## config.mk

```make
export PLATFORM = sky130hd
export DESIGN_NAME = traffic_phase_timer_ctrl
export DESIGN_NICKNAME = d
export VERILOG_FILES = /design/src/rtl/traffic_phase_timer_ctrl.sv
export SDC_FILE = /design/constraint.sdc
export NUM_CORES = 1
export LEC_CHECK = 0
export ABC_AREA = 0
export BUFFER_PORTS_ARGS = -buffer_cell sky130_fd_sc_hd__clkbuf_2
export CORE_MARGIN = 2
export CORE_UTILIZATION = 62
export DETAILED_ROUTE_END_ITERATION = 16
export GPL_TIMING_DRIVEN = 0
export PLACE_DENSITY = 0.91
export SYNTH_ARGS = -nofsm -noshare
export SYNTH_HDL_FRONTEND = slang
export SYNTH_SLANG_ARGS = --single-unit
```

## constraint.sdc

```tcl
create_clock -name clk -period 3.1 [get_ports clk]
set_input_delay 0 -clock clk [delete_from_list [all_inputs] [get_ports clk]]
set_output_delay 0 -clock clk [all_outputs]
set_load 0.01 [all_outputs]
```

## src/rtl/traffic_phase_timer_ctrl.sv

```systemverilog
// traffic_phase_timer_ctrl
//   Two-road intersection controller. Per-phase timers run off a clock
//   prescaler. Adds latched pedestrian service, a timed emergency all-red
//   flash and a power-outage yellow flash.
// Ports
//   clk, rst_n    : system clock, asynchronous active-low reset
//   emergency     : emergency request (level)
//   power_outage  : outage mode (level)
//   ped_req       : pedestrian button (pulse, latched)
//   light1/light2 : road heads {R,Y,G}
//   walk          : pedestrian walk lamp
//   state         : current state code (debug)
module traffic_phase_timer_ctrl #(
   parameter int unsigned TICK_DIV  = 50_000_000,
   parameter int unsigned GREEN_T   = 20,
   parameter int unsigned GREEN_MIN = 5,
   parameter int unsigned YELLOW_T  = 3,
   parameter int unsigned ALLRED_T  = 1,
   parameter int unsigned PED_T     = 10,
   parameter int unsigned FLASH_T   = 1,
   parameter int unsigned EMERG_T   = 20
) (
   input  logic       clk,
   input  logic       rst_n,
   input  logic       emergency,
   input  logic       power_outage,
   input  logic       ped_req,
   output logic [2:0] light1,
   output logic [2:0] light2,
   output logic       walk,
   output logic [3:0] state
);

   localparam int unsigned PS_W  = (TICK_DIV > 1) ? $clog2(TICK_DIV) : 1;
   localparam int unsigned MAX_A = (GREEN_T > YELLOW_T) ? GREEN_T : YELLOW_T;
   localparam int unsigned MAX_B = (ALLRED_T > PED_T) ? ALLRED_T : PED_T;
   localparam int unsigned MAX_C = (FLASH_T > EMERG_T) ? FLASH_T : EMERG_T;
   localparam int unsigned MAX_D = (MAX_A > MAX_B) ? MAX_A : MAX_B;
   localparam int unsigned MAX_T = (MAX_D > MAX_C) ? MAX_D : MAX_C;
   localparam int unsigned PH_W  = (MAX_T > 1) ? $clog2(MAX_T) : 1;

   localparam logic [2:0] L_RED = 3'b100;
   localparam logic [2:0] L_YEL = 3'b010;
   localparam logic [2:0] L_GRN = 3'b001;
   localparam logic [2:0] L_OFF = 3'b000;

   typedef enum logic [3:0] {
      S_G2     = 4'd0,
      S_Y2     = 4'd1,
      S_AR     = 4'd2,
      S_G1     = 4'd3,
      S_Y1     = 4'd4,
      S_WALK   = 4'd6,
      S_EMERG  = 4'd7,
      S_OUTAGE = 4'd8
   } state_t;

   state_t          st;
   state_t          st_nxt_c;
   logic [PS_W-1:0] presc;
   logic [PH_W-1:0] ph_cnt;
   logic [PH_W-1:0] fl_cnt;
   logic            fl_on;
   logic            ped_pend;
   logic            walk_next;   // AR currently in progress leads into WALK
   logic            road2;       // next green goes to road 2
   logic            tick_c;
   logic            ph_done_c;
   logic            green_cut_c;
   logic            enter_c;
   logic            fl_on_nxt_c;
   logic [2:0]      l1_nxt_c;
   logic [2:0]      l2_nxt_c;

   assign state = 4'(st);

   // Phase length minus one, loaded on entry to a state
   function automatic logic [PH_W-1:0] phase_len(input state_t s);
      logic [PH_W-1:0] v;
      case (s)
         S_G1, S_G2: v = PH_W'(GREEN_T - 1);
         S_Y1, S_Y2: v = PH_W'(YELLOW_T - 1);
         S_WALK:     v = PH_W'(PED_T - 1);
         S_EMERG:    v = PH_W'(EMERG_T - 1);
         default:    v = PH_W'(ALLRED_T - 1);
      endcase
      return v;
   endfunction

   assign tick_c    = (presc == PS_W'(TICK_DIV - 1));
   assign ph_done_c = tick_c && (ph_cnt == '0);
   // A pending ped request ends green once GREEN_MIN ticks have elapsed
   assign green_cut_c = ped_pend && (ph_cnt <= PH_W'(GREEN_T - GREEN_MIN));

   // Next-state selection, preemption applied last
   always_comb begin
      st_nxt_c = st;
      case (st)
         S_G2:     if (tick_c && ((ph_cnt == '0) || green_cut_c)) st_nxt_c = S_Y2;
         S_Y2:     if (ph_done_c) st_nxt_c = S_AR;
         S_AR:     if (ph_done_c) st_nxt_c = walk_next ? S_WALK : (road2 ? S_G2 : S_G1);
         S_G1:     if (tick_c && ((ph_cnt == '0) || green_cut_c)) st_nxt_c = S_Y1;
         S_Y1:     if (ph_done_c) st_nxt_c = S_AR;
         S_WALK:   if (ph_done_c) st_nxt_c = S_AR;
         S_EMERG:  if (ph_done_c && !emergency) st_nxt_c = S_AR;
         S_OUTAGE: if (!power_outage) st_nxt_c = S_AR;
         default:  st_nxt_c = S_AR;
      endcase
      if (emergency)
         st_nxt_c = S_EMERG;
      else if (power_outage && (st != S_EMERG))
         st_nxt_c = S_OUTAGE;
   end

   assign enter_c = (st_nxt_c != st);

   // Flash phase restarts "on" at every entry, toggles every FLASH_T ticks
   assign fl_on_nxt_c = enter_c ? 1'b1 :
                        ((tick_c && (fl_cnt == '0)) ? ~fl_on : fl_on);

   // Head decode for the state being entered so lights move with state
   always_comb begin
      l1_nxt_c = L_RED;
      l2_nxt_c = L_RED;
      case (st_nxt_c)
         S_G2: l2_nxt_c = L_GRN;
         S_Y2: l2_nxt_c = L_YEL;
         S_G1: l1_nxt_c = L_GRN;
         S_Y1: l1_nxt_c = L_YEL;
         S_EMERG: begin
            l1_nxt_c = fl_on_nxt_c ? L_RED : L_OFF;
            l2_nxt_c = fl_on_nxt_c ? L_RED : L_OFF;
         end
         S_OUTAGE: begin
            l1_nxt_c = fl_on_nxt_c ? L_YEL : L_OFF;
            l2_nxt_c = fl_on_nxt_c ? L_YEL : L_OFF;
         end
         default: ;
      endcase
   end

   // State, timers and registered outputs
   always_ff @(posedge clk or negedge rst_n) begin
      if (!rst_n) begin
         st        <= S_AR;
         presc     <= '0;
         ph_cnt    <= PH_W'(ALLRED_T - 1);
         fl_cnt    <= PH_W'(FLASH_T - 1);
         fl_on     <= 1'b1;
         ped_pend  <= 1'b0;
         walk_next <= 1'b0;
         road2     <= 1'b1;
         light1    <= L_RED;
         light2    <= L_RED;
         walk      <= 1'b0;
      end else begin
         st     <= st_nxt_c;
         fl_on  <= fl_on_nxt_c;
         light1 <= l1_nxt_c;
         light2 <= l2_nxt_c;
         walk   <= (st_nxt_c == S_WALK);

         if ((st_nxt_c == S_WALK) && (st != S_WALK))
            ped_pend <= 1'b0;
         else if (ped_req && (st != S_WALK))
            ped_pend <= 1'b1;

         if (enter_c) begin
            presc  <= '0;
            ph_cnt <= phase_len(st_nxt_c);
            fl_cnt <= PH_W'(FLASH_T - 1);
            if ((st_nxt_c == S_EMERG) || (st_nxt_c == S_OUTAGE)) begin
               road2     <= 1'b1;
               walk_next <= 1'b0;
            end else if (st_nxt_c == S_WALK) begin
               walk_next <= 1'b0;
            end else if ((st_nxt_c == S_AR) && ((st == S_Y1) || (st == S_Y2))) begin
               road2     <= ~road2;
               walk_next <= ped_pend;
            end
         end else begin
            presc <= tick_c ? '0 : presc + PS_W'(1);
            // Emergency hold timer only starts counting once the request drops
            if ((st == S_EMERG) && emergency)
               ph_cnt <= PH_W'(EMERG_T - 1);
            else if (tick_c && (ph_cnt != '0))
               ph_cnt <= ph_cnt - PH_W'(1);
            if (tick_c)
               fl_cnt <= (fl_cnt == '0) ? PH_W'(FLASH_T - 1) : fl_cnt - PH_W'(1);
         end
      end
   end

endmodule

```

==> run metrics <==
CTS Sinks=51; Worst-Margin Slew=0.705 ns; Clock Tree Buf Depth=2; post-place instance area=3420 um^2; pre-CTS setup slack=-0.424 ns; first-pass GRT wire length=12,900 um; Post-synth EDFFs=0; via count=2,829; post-synthesis instance area=3270 um^2; 1st-iter DRT viols=305; final hold violations=0; Chip Height=76.6 um; Max-cap violations=0; Crit path required time=3.34 ns; Layout Cells excl Fill=between 400 and 500; I/O Buffers=14; cts bufs inserted=5; Worst Hold Class=primary input to async pin; worst-path cell chain=or4b_1 -> nor4_2 -> nand4_1 -> a31oi_1 -> o2111ai_4 -> or3_1 -> buf_2 -> buf_12 -> nor2_4; sequential-to-total area share from yosys stat=39.3%; Max Slew Vio Count=0; R2R cell count=9; ys async rst share=between 90% and 100%; crit start category=flip-flop; Post-DP HPWL=5440 um; crit-path leading delay family=simple AND/OR/NAND/NOR gates; Syn Area/Cell=9.47 um^2; total grt overflow=0; DRT antenna net count=0; # nets final=slightly below 400; initial antenna violation count=0; Syn Inst Count=345; fin crit share=96.6%; cell area after layout=3760 um^2; synth warn=0; TritonCTS clock tree=done; Netlist cell types=63; DP Cell Count=429; WP buf/inv=2; Worst VDD drop=0.316 mV; Final Critical Period=3.00 ns; DRT Pass-1 Iters=7; Seq cells post-synth=51; Initial Util=63.9%; GP Congestion=around 0.95; layout cell share with drive strength beyond 1=23.3%; Setup crit end kind=flip-flop; Reg-to-Reg End=presc[17]; area grow syn2layout=15.1%; syn_nets=355; I/O pin cnt=16; core area=5110 um^2; die footprint=roughly 5900 um^2; CTS Root Cell=clkbuf_8; final wirelength=7800 um; R2R Setup Slk=0.10 ns; critical path type=flip-flop to flip-flop; clock skew=0.00875 ns; Pwr Density=434 nW/um^2; status=finished clean; n_diodes=0; number of H-tree levels=2; relative slew slack=52.3%; wire per inst=17.4 um; setup ws final=about 0.10 ns; fmax=334 MHz; worst r2r src=presc[10]; clock-pin slew on the worst setup and hold paths=0.08 ns; Avg Vias per Cell=roughly 6.3; worst skew pair latency=0.30 ns; Rows=26; RSZ-0062 raised after global routing=yes; Setup-failing EPs final=0; slowest cell on the critical path=or4b_1; Die Width=76.6 um; number of global-route vias before repair=2,669; top_reg_cell synth=dfrtp_1; gr usage total=27.7%; leakage=1.48 nW; Crit path largest cell delay=0.63 ns; Arr. time, crit path=3.23 ns; worst-path maximum fanout=10; pin count of the biggest net entering global routing=52; detailed-route DRC error count=0; Filler cells=388
==> flip-flops by register name (all words and copies together) (netlist names) <==
signal	cells
fl_on	1
light2	3
road2	1
presc	26
ph_cnt	5
walk_next	1
ped_pend	1
state	4
fl_cnt	5
light1	3
walk	1
==> cell usage in the layout (no fill, tap or decap), drive strengths merged, types with 6 or more instances in the layout <==
master and count:
nor4 7, and3 12, clkbuf 27, nand2 27
dfrtp 46, nand2b 8, xor2 19, o21ai 11
nor2 46, a21oi 17, nand3 19, buf 17
nor3 9, or3 6, xnor2 11, inv 9
or2 6, nand4 7
==> stage by stage <==
step	total power, mW	hold WS (ns)	TNS (ns)	util [%]
after global routing	1.71	0.120	-0.480	73.6
final	1.63	0.0917	0	73.6
after global placement	1.15	0.285	-4.94	67.0
after floorplan	1.04	-0.296	0	-
after CTS	1.60	0.00214	0	71.0
after detailed placement	1.16	0.309	-12.41	67.0
==> power breakdown <==
| group | leakage, nW | internal (mW) | switching [mW] |
|---|---|---|---|
| sequential | 0.671 | 0.704 | 0.0435 |
| combinational | 0.757 | 0.177 | 0.295 |
| clock | 0.0515 | 0.204 | 0.208 |
| total | 1.48 | 1.09 | 0.547 |
==> worst max-delay path by stage <==
| stage | from | endpoint | slack (ns) | depth (start not counted) |
|---|---|---|---|---|
| after CTS | presc[0] | presc[20] | 0.02 | 12 |
| after global routing | presc[7] | walk_next | -0.06 | 9 |
| after detailed placement | presc[0] | walk_next | -0.42 | 9 |
| after floorplan | presc[0] | presc[17] | 0.32 | 12 |
| after global placement | presc[0] | walk_next | -0.24 | 9 |
| final | presc[10] | presc[17] | 0.10 | 9 |
==> synth_stat cells (3+ instances only) <==
master    count  area [um^2]
o21ai_0       7         35.0
or3_1         6         37.5
and2_1        3         18.8
nor2b_1       3         18.8
and3_1       12         75.1
buf_2         3         15.0
a21o_1        4         30.0
or2_2         3         18.8
a21oi_1      17         85.1
or2_1         3         18.8
dfrtp_1      46         1150
nor2_1       26         97.6
nor2_4        9          101
nand4_1       5         31.3
ha_1          5         62.6
mux2i_1       4         40.0
nor2_2       11         68.8
xnor2_1      11         96.3
inv_1         9         33.8
o31ai_1       3         22.5
nor3_1        9         45.0
xor2_1       19          166
nand2b_1      8         50.1
nor4b_1       4         35.0
clkbuf_1      5         18.8
nor4_1        5         31.3
dfstp_2       5          131
nand3_1      19         95.1
and4_1        3         26.3
nand2_1      27          101
o21ai_1       4         20.0
==> layout make-up <==
| class | count | area [um^2] | area share (%) |
|---|---|---|---|
| Timing Repair Buffer | 25 | 170 | 4.53 |
| Tap cell | 70 | 87.6 | 2.33 |
| Sequential cell | 51 | 1280 | 34.1 |
| Inverter | 9 | 33.8 | 0.899 |
| Multi-Input combinational cell | 272 | 2000 | 53.2 |
| Clock buffer | 8 | 100 | 2.66 |
| Buffer | 13 | 86.3 | 2.30 |
==> metal layers <==
layer  GRT usage, %  vias up  part of all wire [%]
met4           11.3        0                   4.2
met5              0        -                     0
met2           46.4      124                    48
met1           36.2     1372                    42
met3           3.91       28                   4.9
li1               -     1305                     -
==> timing repair <==
action,in CTS,in global routing
pin swaps,3,5
buffers inserted,4,4
hold endpoints to repair,1,48
hold buffers,1,1
setup endpoints to repair,44,39
gates resized for setup,9,13
cloned,0,0
==> kinds of logic (layout without fill, tap and decap cells) <==
kind of cell	count (synthesis)	after routing	synth area share, %
and+or+nand+nor	172	172	32.1
xor gates and xnor gates	30	30	8.05
buffers and inverters	22	55	3.45
DFF	51	51	39.3
adders and majority gates	5	5	1.92
AOI/OAI and AO/OA	61	61	14.0
muxes	4	4	1.23
No activity file was read; power rests on OpenSTA's default activity.
